<file path="src/rtl/led_pkg.sv">
// Shared types for the status LED controller: channel state encoding and
// {r,g,b} colour constants.
package led_pkg;

    typedef enum logic [1:0] {
        IDLE  = 2'd0,
        ARMED = 2'd1,
        FAULT = 2'd2,
        FIXED = 2'd3
    } led_state_e;

    typedef logic [2:0] rgb_t;

    localparam rgb_t OFF   = 3'b000;
    localparam rgb_t RED   = 3'b100;
    localparam rgb_t GREEN = 3'b010;
    localparam rgb_t BLUE  = 3'b001;

    // Steady-state colour of one channel; FAULT is gated by the blink phase
    // only when blinking is enabled.
    function automatic rgb_t state_colour(input led_state_e st,
                                          input logic       blink_en,
                                          input logic       phase);
        rgb_t c;
        case (st)
            ARMED:   c = RED;
            FAULT:   c = BLUE & {3{phase | ~blink_en}};
            FIXED:   c = GREEN;
            default: c = OFF;
        endcase
        return c;
    endfunction

endpackage

</file>
<file path="src/rtl/blink_timer.sv">
// Free-running half-period counter producing a square-wave blink phase;
// a clear pulse restarts the count at zero with the phase low.
module blink_timer
    import led_pkg::*;
#(
    parameter int HALF_PERIOD = 50_000_000
) (
    input  logic clk_50M,
    input  logic rst_n,
    input  logic clear,
    output logic phase
);

    localparam int            CW   = (HALF_PERIOD > 1) ? $clog2(HALF_PERIOD) : 1;
    localparam logic [CW-1:0] LAST = CW'(HALF_PERIOD - 1);

    logic [CW-1:0] cnt_q, cnt_d;
    logic          phase_q, phase_d;
    logic          wrap;

    always_comb begin
        wrap    = (cnt_q == LAST);
        cnt_d   = wrap ? '0 : cnt_q + CW'(1);
        phase_d = phase_q ^ wrap;
        if (clear) begin
            cnt_d   = '0;
            phase_d = 1'b0;
        end
    end

    always_ff @(posedge clk_50M or negedge rst_n) begin
        if (!rst_n) begin
            cnt_q   <= '0;
            phase_q <= 1'b0;
        end else begin
            cnt_q   <= cnt_d;
            phase_q <= phase_d;
        end
    end

    assign phase = phase_q;

endmodule

</file>
<file path="src/rtl/status_led_ctrl.sv">
// Per-channel RGB status indicator: IDLE/ARMED/FAULT/FIXED tracking with an
// end-of-run override that blinks every channel green in unison.
module status_led_ctrl
    import led_pkg::*;
#(
    parameter int N_CH        = 3,
    parameter int HALF_PERIOD = 50_000_000,
    parameter int FAULT_BLINK = 0
) (
    input  logic                clk_50M,
    input  logic                rst_n,
    input  logic [N_CH-1:0]     arm,
    input  logic [N_CH-1:0]     fault_detect,
    input  logic [N_CH-1:0]     object_drop,
    input  logic                run_complete,
    output logic [N_CH-1:0]     led_r,
    output logic [N_CH-1:0]     led_g,
    output logic [N_CH-1:0]     led_b,
    output logic [2*N_CH-1:0]   ch_state
);

    localparam logic BLINK_EN = (FAULT_BLINK != 0);

    logic done_q, done_d;
    logic phase;

    always_comb done_d = done_q | run_complete;

    always_ff @(posedge clk_50M or negedge rst_n) begin
        if (!rst_n) done_q <= 1'b0;
        else        done_q <= done_d;
    end

    // Restarting the timer on run_complete guarantees a full dark half-period
    // before the first green flash.
    blink_timer #(
        .HALF_PERIOD (HALF_PERIOD)
    ) u_blink (
        .clk_50M (clk_50M),
        .rst_n   (rst_n),
        .clear   (run_complete),
        .phase   (phase)
    );

    for (genvar i = 0; i < N_CH; i++) begin : g_ch
        led_state_e state_q, state_d;
        rgb_t       colour;

        // object_drop is checked first so it wins over a coincident fault.
        always_comb begin
            state_d = state_q;
            case (state_q)
                IDLE:    if (arm[i]) state_d = ARMED;
                ARMED: begin
                    if (object_drop[i])       state_d = FIXED;
                    else if (fault_detect[i]) state_d = FAULT;
                end
                FAULT:   if (object_drop[i]) state_d = FIXED;
                FIXED:   state_d = FIXED;
                default: state_d = IDLE;
            endcase
        end

        always_ff @(posedge clk_50M or negedge rst_n) begin
            if (!rst_n) state_q <= IDLE;
            else        state_q <= state_d;
        end

        // LEDs decode only flop outputs, so they change exactly one edge after
        // the causing input and clear at once with reset.
        always_comb begin
            colour = state_colour(state_q, BLINK_EN, phase);
            if (done_q) colour = {1'b0, phase, 1'b0};
        end

        assign led_r[i]           = colour[2];
        assign led_g[i]           = colour[1];
        assign led_b[i]           = colour[0];
        assign ch_state[2*i +: 2] = state_q;
    end

endmodule

</file>
<file path="config.mk">
export PLATFORM = sky130hd
export DESIGN_NAME = status_led_ctrl
export DESIGN_NICKNAME = d
export VERILOG_FILES = /design/src/rtl/led_pkg.sv /design/src/rtl/blink_timer.sv /design/src/rtl/status_led_ctrl.sv
export SDC_FILE = /design/constraint.sdc
export NUM_CORES = 1
export LEC_CHECK = 0
export ABC_CLOCK_PERIOD_IN_PS = 4600
export BUFFER_PORTS_ARGS = -buffer_cell sky130_fd_sc_hd__buf_2
export CAP_MARGIN = 10
export CORE_ASPECT_RATIO = 1.75
export CORE_UTILIZATION = 60
export CTS_CLUSTER_DIAMETER = 120
export DETAILED_ROUTE_END_ITERATION = 7
export PLACE_DENSITY = 0.86
export SYNTH_ARGS = -nofsm -noshare
export SYNTH_HDL_FRONTEND = slang
export SYNTH_SLANG_ARGS = --single-unit
</file>
<file path="constraint.sdc">
create_clock -name clk_50M -period 4.6 [get_ports clk_50M]
set_input_delay 0.46 -clock clk_50M [delete_from_list [all_inputs] [get_ports clk_50M]]
set_output_delay 0.46 -clock clk_50M [all_outputs]
set_load 0.03 [all_outputs]
</file>
### Word-level counts from Yosys, hierarchy flattened

Index checks and enable logic that the tools add are counted.

| storage, ports and cells | value |
|---|---|
| logic and storage cells | 58 |
| register bits after elaboration | 34 |
| input port bits | 12 |
| output and inout port bits | 15 |

| cells by class | value |
|---|---|
| reduce and logical (&&, ||, !) cells | 6 |
| bitwise gates (word level) | 2 |
| add/sub/neg operators | 1 |
| mux-type cells | 24 |
| equal/unequal tests | 19 |

Operators with widths:

| operator | count |
|---|---|
| $mux 26 | 2 |
| $pmux 3 s3 | 3 |
| $add 26x1->26 const B | 1 |
| $eq 26x26->1 const B | 1 |
| $mux 2 | 12 |
| $pmux 2 s4 | 3 |
| $eq 2x2->1 const B | 6 |
| $ne 2x2->1 const B | 6 |
| $mux 3 | 3 |
| $ne 3x3->1 const B | 3 |
| $reduce_and 3->1 | 3 |
| $eq 2x1->1 const B | 3 |
| $logic_not 2->1 | 3 |
| $mux 1 | 1 |
| $or 1x1->1 | 1 |
| $xor 1x1->1 | 1 |

### Longest topological paths before layout

Gate-level depths: netlist of the first run.

| depth | value |
|---|---|
| word-level depth | 3 |
| gate-level depth with buffers | 6 |
| mapped depth without buffers | 5 |

### Hierarchy

A second synthesis of the first run with hierarchy kept.

| unflattened totals | value |
|---|---|
| cells, all modules | 188 |
| area, all modules | 1,808.0 µm² |

By module, submodules not included:

| module | area each (µm²) | times used | cells an instance | seq. area each (µm²) |
|---|---|---|---|---|
| blink_timer | 1,417.6 | 1 | 149 | 675.6 |
| status_led_ctrl | 390.4 | 1 | 39 | 175.2 |

### Worst setup path after synthesis of the first run

No wires, ideal clock.

| path | value |
|---|---|
| kind | register to register |
| from | register u_blink.cnt_q[2] |
| to | register u_blink.cnt_q[25] |
| arrival time | 1,761 ps |
| cell stages (with the launch flop) | 6 |
| setup time | 78 ps |
| required time | 4,522 ps |
| path slack | 2,761 ps |
| buffers on the path | 1 |
| period minus slack after synthesis | 1,839 ps |
| cell sequence | dfrtp_1 -> nand3_2 -> or4_1 -> buf_2 -> or4_1 -> a21oi_1 |

| between the ends | value |
|---|---|
| longest elaborated chain between the ends | 3 |
| elaborated cells on any way between the ends | 4 |
| those cells by class | add/sub: 1; eq/ne: 1; mux: 2 |

RTL lines:

| what | RTL line | RTL |
|---|---|---|
| start: declaration | blink_timer.sv:17 | `logic [CW-1:0] cnt_q, cnt_d;` |
| start signal: assignment | blink_timer.sv:36 | `cnt_q <= cnt_d;` |
| $add 26x1->26 or $eq 26x26->1 (tied branches) | blink_timer.sv:23, blink_timer.sv:22 |  |
| $mux 26 * | blink_timer.sv:23 | `cnt_d = wrap ? '0 : cnt_q + CW'(1);` |
| $mux 26 * | blink_timer.sv:25 | `if (clear) begin` |
| net u_blink.cnt_d[25] | blink_timer.sv:17 |  |

Mark *: on every way through the listed nets, which the timed path passes. The rest lies on a longest branch.
A chain may end at the register's enable or synchronous reset.

### Final worst setup path of the first run

| path | value |
|---|---|
| from | register u_blink.cnt_q[0] |
| to | register u_blink.cnt_q[24] |

The elaborated chain is that of the path after synthesis.

==> flow_summary.json, run 1 <==
{
  "syn_inst": 188,
  "antenna_found_initial": 0,
  "dp_cells": 237,
  "tightest_slew_ps": 737,
  "crit_family": "simple AND/OR/NAND/NOR gates",
  "ctsLongestPathBuffers": 2,
  "cp-end-kind": "flip-flop",
  "crit_cells": 5,
  "finalHoldViolCount": 0,
  "grt_usage": 0.265,
  "clkSinkCount": 34,
  "grt_max_degree": 35,
  "synth-main-ff-cell": "dfrtp_1",
  "ctsResizeCount": 0,
  "gp_congestion": 0.892,
  "slowest_delay_ps": 620,
  "post-route-period-util": 0.479,
  "root_buffer": "clkbuf_8",
  "instances_no_fill": 243,
  "finClkSkew_ps": 7.54,
  "ios": 27,
  "nNetsFinal": 230,
  "fin_util": 0.727,
  "critical_path_class": "reg2reg",
  "synth_fa_ha_area_frac": 0.00708,
  "synth_top_family_by_area": "simple AND/OR/NAND/NOR gates",
  "clkLatencyLatePin_ps": 290,
  "die_x_um": 43.0,
  "setup_viol": 0,
  "design_area_um2": 2000,
  "layout-drive-gt1-share": 0.181,
  "slew_violations": 0,
  "numPortBuffers": 26,
  "avgSynthCellArea_um2": 9.40,
  "synth-simple-area-share": 0.307,
  "area.growth.synth_to_final_pct": 13.2,
  "cts_made_buffers": 5,
  "leakage_nw": 0.806,
  "antennaDiodeCount": 0,
  "synth.cell_area_um2": 1770,
  "r2r_cells": 5,
  "timing.fmax_mhz": 453,
  "clk_pin_slew_ps": 60,
  "rsz0062_at_grt": "no",
  "post_cts_buffers": 0,
  "tns_ps": 0,
  "ys_types": 33,
  "placementRows": 25,
  "worstPathArrival_ps": 2410,
  "vias_per_cell": 6.55,
  "detail_route.wl_per_cell_um": 15.7,
  "die_y_um": 73.8,
  "htree_levels": 2,
  "post_dp_cell_area_um2": 1920,
  "syn-num-nets": 201,
  "min_period_ps": 2210,
  "drtIter0Drc": 85,
  "final_common_cell": "dfrtp_1",
  "ant_nets": 0,
  "min_path_type": "in2async",
  "synthArstFlopShare": 1.00,
  "synth_edf_count": 0,
  "final_cell_mix": "34 x dfrtp_1, 26 x buf_2, 17 x nor2_1, 17 x o21ai_0, 15 x a21oi_1",
  "overflow": 0,
  "status": "complete, no violations",
  "maxCapViolCount": 0,
  "yosysWarnings": 0,
  "cp.required_ps": 4810,
  "cpMaxStageDelayCell": "or4_1",
  "synth-seq-area-share": 0.481,
  "synth-xor-area-share": 0.0545,
  "grt_pass1_vias": 1498,
  "start_util": 0.642,
  "drt_wl_total_mm": 3.81,
  "firstDrtPassIters": 4,
  "multiInputGateArea_um2": 875,
  "critPathLaunchType": "flip-flop",
  "worstPathMaxFanout": 13,
  "synth.area.mux_share": 0,
  "power_density_nw_per_um2": 268,
  "drc_errors": 0,
  "nFillCells": 215,
  "die_area_um2": 3180,
  "synth_compound_area_frac": 0.126,
  "peakVddDrop_mv": 0.223,
  "core_um2": 2750,
  "cts_hold_buf": 0,
  "hpwl_mm": 2.67,
  "grt_pass1_wl_mm": 6.22,
  "path_cells": "ha_1, and4_2, nand4_1, or4_1, a21oi_1",
  "regArea_um2": 851,
  "via_count": 1592,
  "critPathBufInv": 0,
  "ys_ff_latch": 34,
  "relSlewSlack": 0.509,
  "cts_tree": "yes"
}
## flip-flops by register name (all words and copies together), names as in the netlist
register / cells
u_blink.phase: 1
done_q: 1
u_blink.cnt_q: 26
g_ch.state_q: 6
## metrics by stage
step                      worst slack, ps  hold slack (ps)  power [W]
after global placement               2570              507   0.000330
after detailed placement             2460              524   0.000331
after global routing                 2290              305   0.000556
after CTS                            2450              258   0.000544
final                                2390              230   0.000537
after floorplan                      2760              164   0.000318
## kinds of logic (layout without fill, tap and decap cells)
group	Yosys count	in the layout
AOI/OAI and AO/OA	40	40
xor gates and xnor gates	11	11
adders and majority gates	1	1
buffers and inverters	11	39
DFF	34	34
and+or+nand+nor	91	91
## final cells by class
type                            count  share of cell area
Multi-Input combinational cell    143               0.437
Sequential cell                    34               0.425
Timing Repair Buffer               27              0.0688
Clock buffer                        6              0.0413
Tap cell                           27              0.0169
Inverter                            6              0.0113
## where the power goes
| group | switching, W | internal [W] |
|---|---|---|
| Combinational | 0.0000136 | 0.00000748 |
| Clock | 0.0000966 | 0.000115 |
| Sequential | 0.00000288 | 0.000301 |
## cells in the mapped netlist, drive strengths merged (5+ instances only)
cell / number / area share
a21oi: 15 / 0.042
dfrtp: 34 / 0.48
inv: 6 / 0.013
nand2: 13 / 0.028
nand3: 6 / 0.020
nand3b: 5 / 0.021
nand4: 10 / 0.042
nor2: 17 / 0.036
nor3b: 7 / 0.030
o21ai: 17 / 0.048
o31ai: 5 / 0.021
or3: 7 / 0.025
or4: 7 / 0.030
xnor2: 6 / 0.030
xor2: 5 / 0.025
## worst reg2reg max path, stage by stage (launching register included)
cell and delay (ps):
dfrtp_1 410, ha_1 230, and4_2 290, nand4_1 410, or4_1 620, a21oi_1 170
## routing by layer
metal / vias to the layer above / share of wire / track usage
li1: 742 / - / -
met1: 758 / 0.38 / 0.257
met2: 76 / 0.52 / 0.497
met3: 16 / 0.058 / 0.0590
met4: 0 / 0.039 / 0.148
met5: - / 0 / 0
## path summary, 6_finish.rpt
path                             startpoint           endpoint  slack (ps)
max reg2reg                u_blink.cnt_q[0]  u_blink.cnt_q[24]        2390
max                        u_blink.cnt_q[0]  u_blink.cnt_q[24]        2390
max in group asynchronous             rst_n  u_blink.cnt_q[14]        3890
min reg2reg                u_blink.cnt_q[0]   u_blink.cnt_q[0]         530
min                                   rst_n             done_q         230
min in group clk_50M           run_complete   u_blink.cnt_q[6]         360
No activity file was read; power rests on OpenSTA's default activity.
==> run 2, diff against run 1 <==
--- a/config.mk
+++ b/config.mk
@@ -5,14 +5,15 @@
 export SDC_FILE = /design/constraint.sdc
 export NUM_CORES = 1
 export LEC_CHECK = 0
-export ABC_CLOCK_PERIOD_IN_PS = 4600
+export ABC_AREA = 1
+export ABC_CLOCK_PERIOD_IN_PS = 2000
 export BUFFER_PORTS_ARGS = -buffer_cell sky130_fd_sc_hd__buf_2
 export CAP_MARGIN = 10
 export CORE_ASPECT_RATIO = 1.75
-export CORE_UTILIZATION = 60
+export CORE_UTILIZATION = 51
 export CTS_CLUSTER_DIAMETER = 120
 export DETAILED_ROUTE_END_ITERATION = 7
-export PLACE_DENSITY = 0.86
+export PLACE_DENSITY = 0.77
 export SYNTH_ARGS = -nofsm -noshare
 export SYNTH_HDL_FRONTEND = slang
 export SYNTH_SLANG_ARGS = --single-unit
==> constraint.sdc (replaced) <==
create_clock -name clk_50M -period 2 [get_ports clk_50M]
set_input_delay 0.2 -clock clk_50M [delete_from_list [all_inputs] [get_ports clk_50M]]
set_output_delay 0.2 -clock clk_50M [all_outputs]
set_load 0.03 [all_outputs]
==> flow_summary.json, run 2 <==
{
  "leakage_nw": 1.01,
  "multiInputGateArea_um2": 931,
  "clkSinkCount": 34,
  "htree_levels": 2,
  "numPortBuffers": 26,
  "min_period_ps": 1580,
  "core_um2": 3590,
  "regArea_um2": 851,
  "regMostFlops": "u_blink.cnt_q",
  "syn-num-nets": 271,
  "via_count": 1763,
  "tns_ps": 0,
  "ctsLongestPathBuffers": 2,
  "cts_made_buffers": 5,
  "tightest_slew_ps": 744,
  "worstPathArrival_ps": 1730,
  "synth_common_cells": "62 x nand2_1, 59 x nor2_1, 34 x dfrtp_1",
  "drt_wl_total_mm": 4.28,
  "critPathLaunchType": "flip-flop",
  "ys_types": 27,
  "area.growth.synth_to_final_pct": 13.6,
  "synth.cell_area_um2": 1910,
  "relSlewSlack": 0.504,
  "synth-seq-area-share": 0.446,
  "fin_util": 0.604,
  "holdWs_ps": -31.0,
  "cp-end-kind": "flip-flop",
  "post-route-period-util": 0.788,
  "avgSynthCellArea_um2": 7.40,
  "hpwl_mm": 3.31,
  "clk_pin_slew_ps": 70,
  "violations": "hold timing",
  "synthArstFlopShare": 1.00,
  "overflow": 0,
  "nFillCells": 334,
  "die_y_um": 82.9,
  "yosys.cell_count.top_type": "nand2_1",
  "finalHoldViolCount": 34,
  "gp_congestion": 0.918,
  "maxCapViolCount": 0,
  "drtIter0Drc": 51,
  "vias_per_cell": 5.26,
  "grt_usage": 0.255,
  "die_area_um2": 4000,
  "yosysWarnings": 0,
  "power_density_nw_per_um2": 583,
  "yosysTopAreaCell": "dfrtp_1",
  "reg_top3": "u_blink.cnt_q x26, g_ch.state_q x6",
  "ant_nets": 0,
  "ctsResizeCount": 0,
  "peakVddDrop_mv": 0.478,
  "detail_route.wl_per_cell_um": 12.8,
  "status": "complete, but fails checks",
  "synth_top_area_share": 0.446,
  "placementRows": 29,
  "post_cts_buffers": 0,
  "ios": 27,
  "antennaDiodeCount": 0,
  "cts_tree": "yes",
  "synth_edf_count": 0,
  "cp.required_ps": 2160,
  "drc_errors": 0,
  "min_path_type": "in2async",
  "synth-main-ff-cell": "dfrtp_1",
  "synth.area.top_cells": "dfrtp_1 45%, nand2_1 12%, nor2_1 12%",
  "worstPathMaxFanout": 14,
  "final_common_cell": "nand2_1",
  "start_util": 0.532,
  "firstDrtPassIters": 4,
  "rsz0062_at_grt": "no",
  "layout-drive-gt1-share": 0.170,
  "setup_viol": 0,
  "largest_reg_flops": 26,
  "cts_hold_buf": 0,
  "syn_inst": 258,
  "timing.fmax_mhz": 635,
  "grt_pass1_wl_mm": 7.25,
  "ys_ff_latch": 34,
  "root_buffer": "clkbuf_8",
  "antenna_found_initial": 0,
  "grt_pass1_vias": 1705,
  "grt_max_degree": 35,
  "nNetsFinal": 301,
  "final_cell_mix": "62 x nand2_1, 59 x nor2_1, 34 x dfrtp_1, 28 x inv_1, 26 x buf_2",
  "clkLatencyLatePin_ps": 290,
  "slew_violations": 0,
  "finClkSkew_ps": 6.13,
  "critical_path_class": "reg2reg",
  "die_x_um": 48.3
}
[run 2: critical path: stages, from the launching register on]
cell     delay (ps)
dfrtp_1         380
ha_1            200
nand2_2          90
nor2_4          160
nand3_2         130
o21ai_4         380
nor2_1          110
[run 2: per-stage QoR]
| stage | power [W] | instances | setup WS [ps] | area, um^2 |
|---|---|---|---|---|
| floorplan | 0.000730 | 258 | 332 | 1910 |
| global placement | 0.000760 | 327 | 491 | 2080 |
| detailed placement | 0.000761 | 327 | 437 | 2080 |
| CTS | 0.00128 | 335 | 407 | 2170 |
| global route | 0.00131 | 335 | 306 | 2170 |
| finish | 0.00126 | 335 | 424 | 2170 |
[run 2: logic make-up after synthesis]
| logic type | after synthesis | synth area share |
|---|---|---|
| compound gates | 24 | 0.0786 |
| xor+xnor | 10 | 0.0459 |
| fa+ha+maj | 1 | 0.00655 |
| buf+inv | 32 | 0.0668 |
| flops | 34 | 0.446 |
| simple gates | 157 | 0.356 |
[run 2: metal layers]
metal  wire length [um]  vias to the layer above  track usage
met3                136                       16       0.0391
met4                194                        0        0.139
li1                   -                      867            -
met1               1550                      827        0.274
met2               2400                       53        0.433
met5                  0                        -            0
[run 2: cell type report]
type / count / area share
clock buffers: 7 / 0.0398
clock inverters: 1 / 0.00231
inverters: 29 / 0.0502
multi-input cells: 192 / 0.429
flip-flops and latches: 34 / 0.392
well taps: 46 / 0.0265
repair buffers: 26 / 0.0600
[run 2: final timing paths]
kind	start	end	slack (ps)	cells after the start
setup / recovery	u_blink.cnt_q[0]	u_blink.cnt_q[15]	420	6
hold / removal	rst_n	u_blink.cnt_q[9]	-30	1
setup reg to reg	u_blink.cnt_q[0]	u_blink.cnt_q[15]	420	6
hold reg to reg	u_blink.cnt_q[0]	u_blink.cnt_q[0]	490	1
max in group asynchronous	rst_n	g_ch[0].state_q[0]	1540	1
min in group clk_50M	fault_detect[2]	g_ch[2].state_q[0]	120	2
[run 2: where the power goes]
part | switching (W) | internal, W
Sequential | 0.00000402 | 0.000692
Combinational | 0.0000348 | 0.0000151
Clock | 0.000240 | 0.000277
Total | 0.000279 | 0.000985
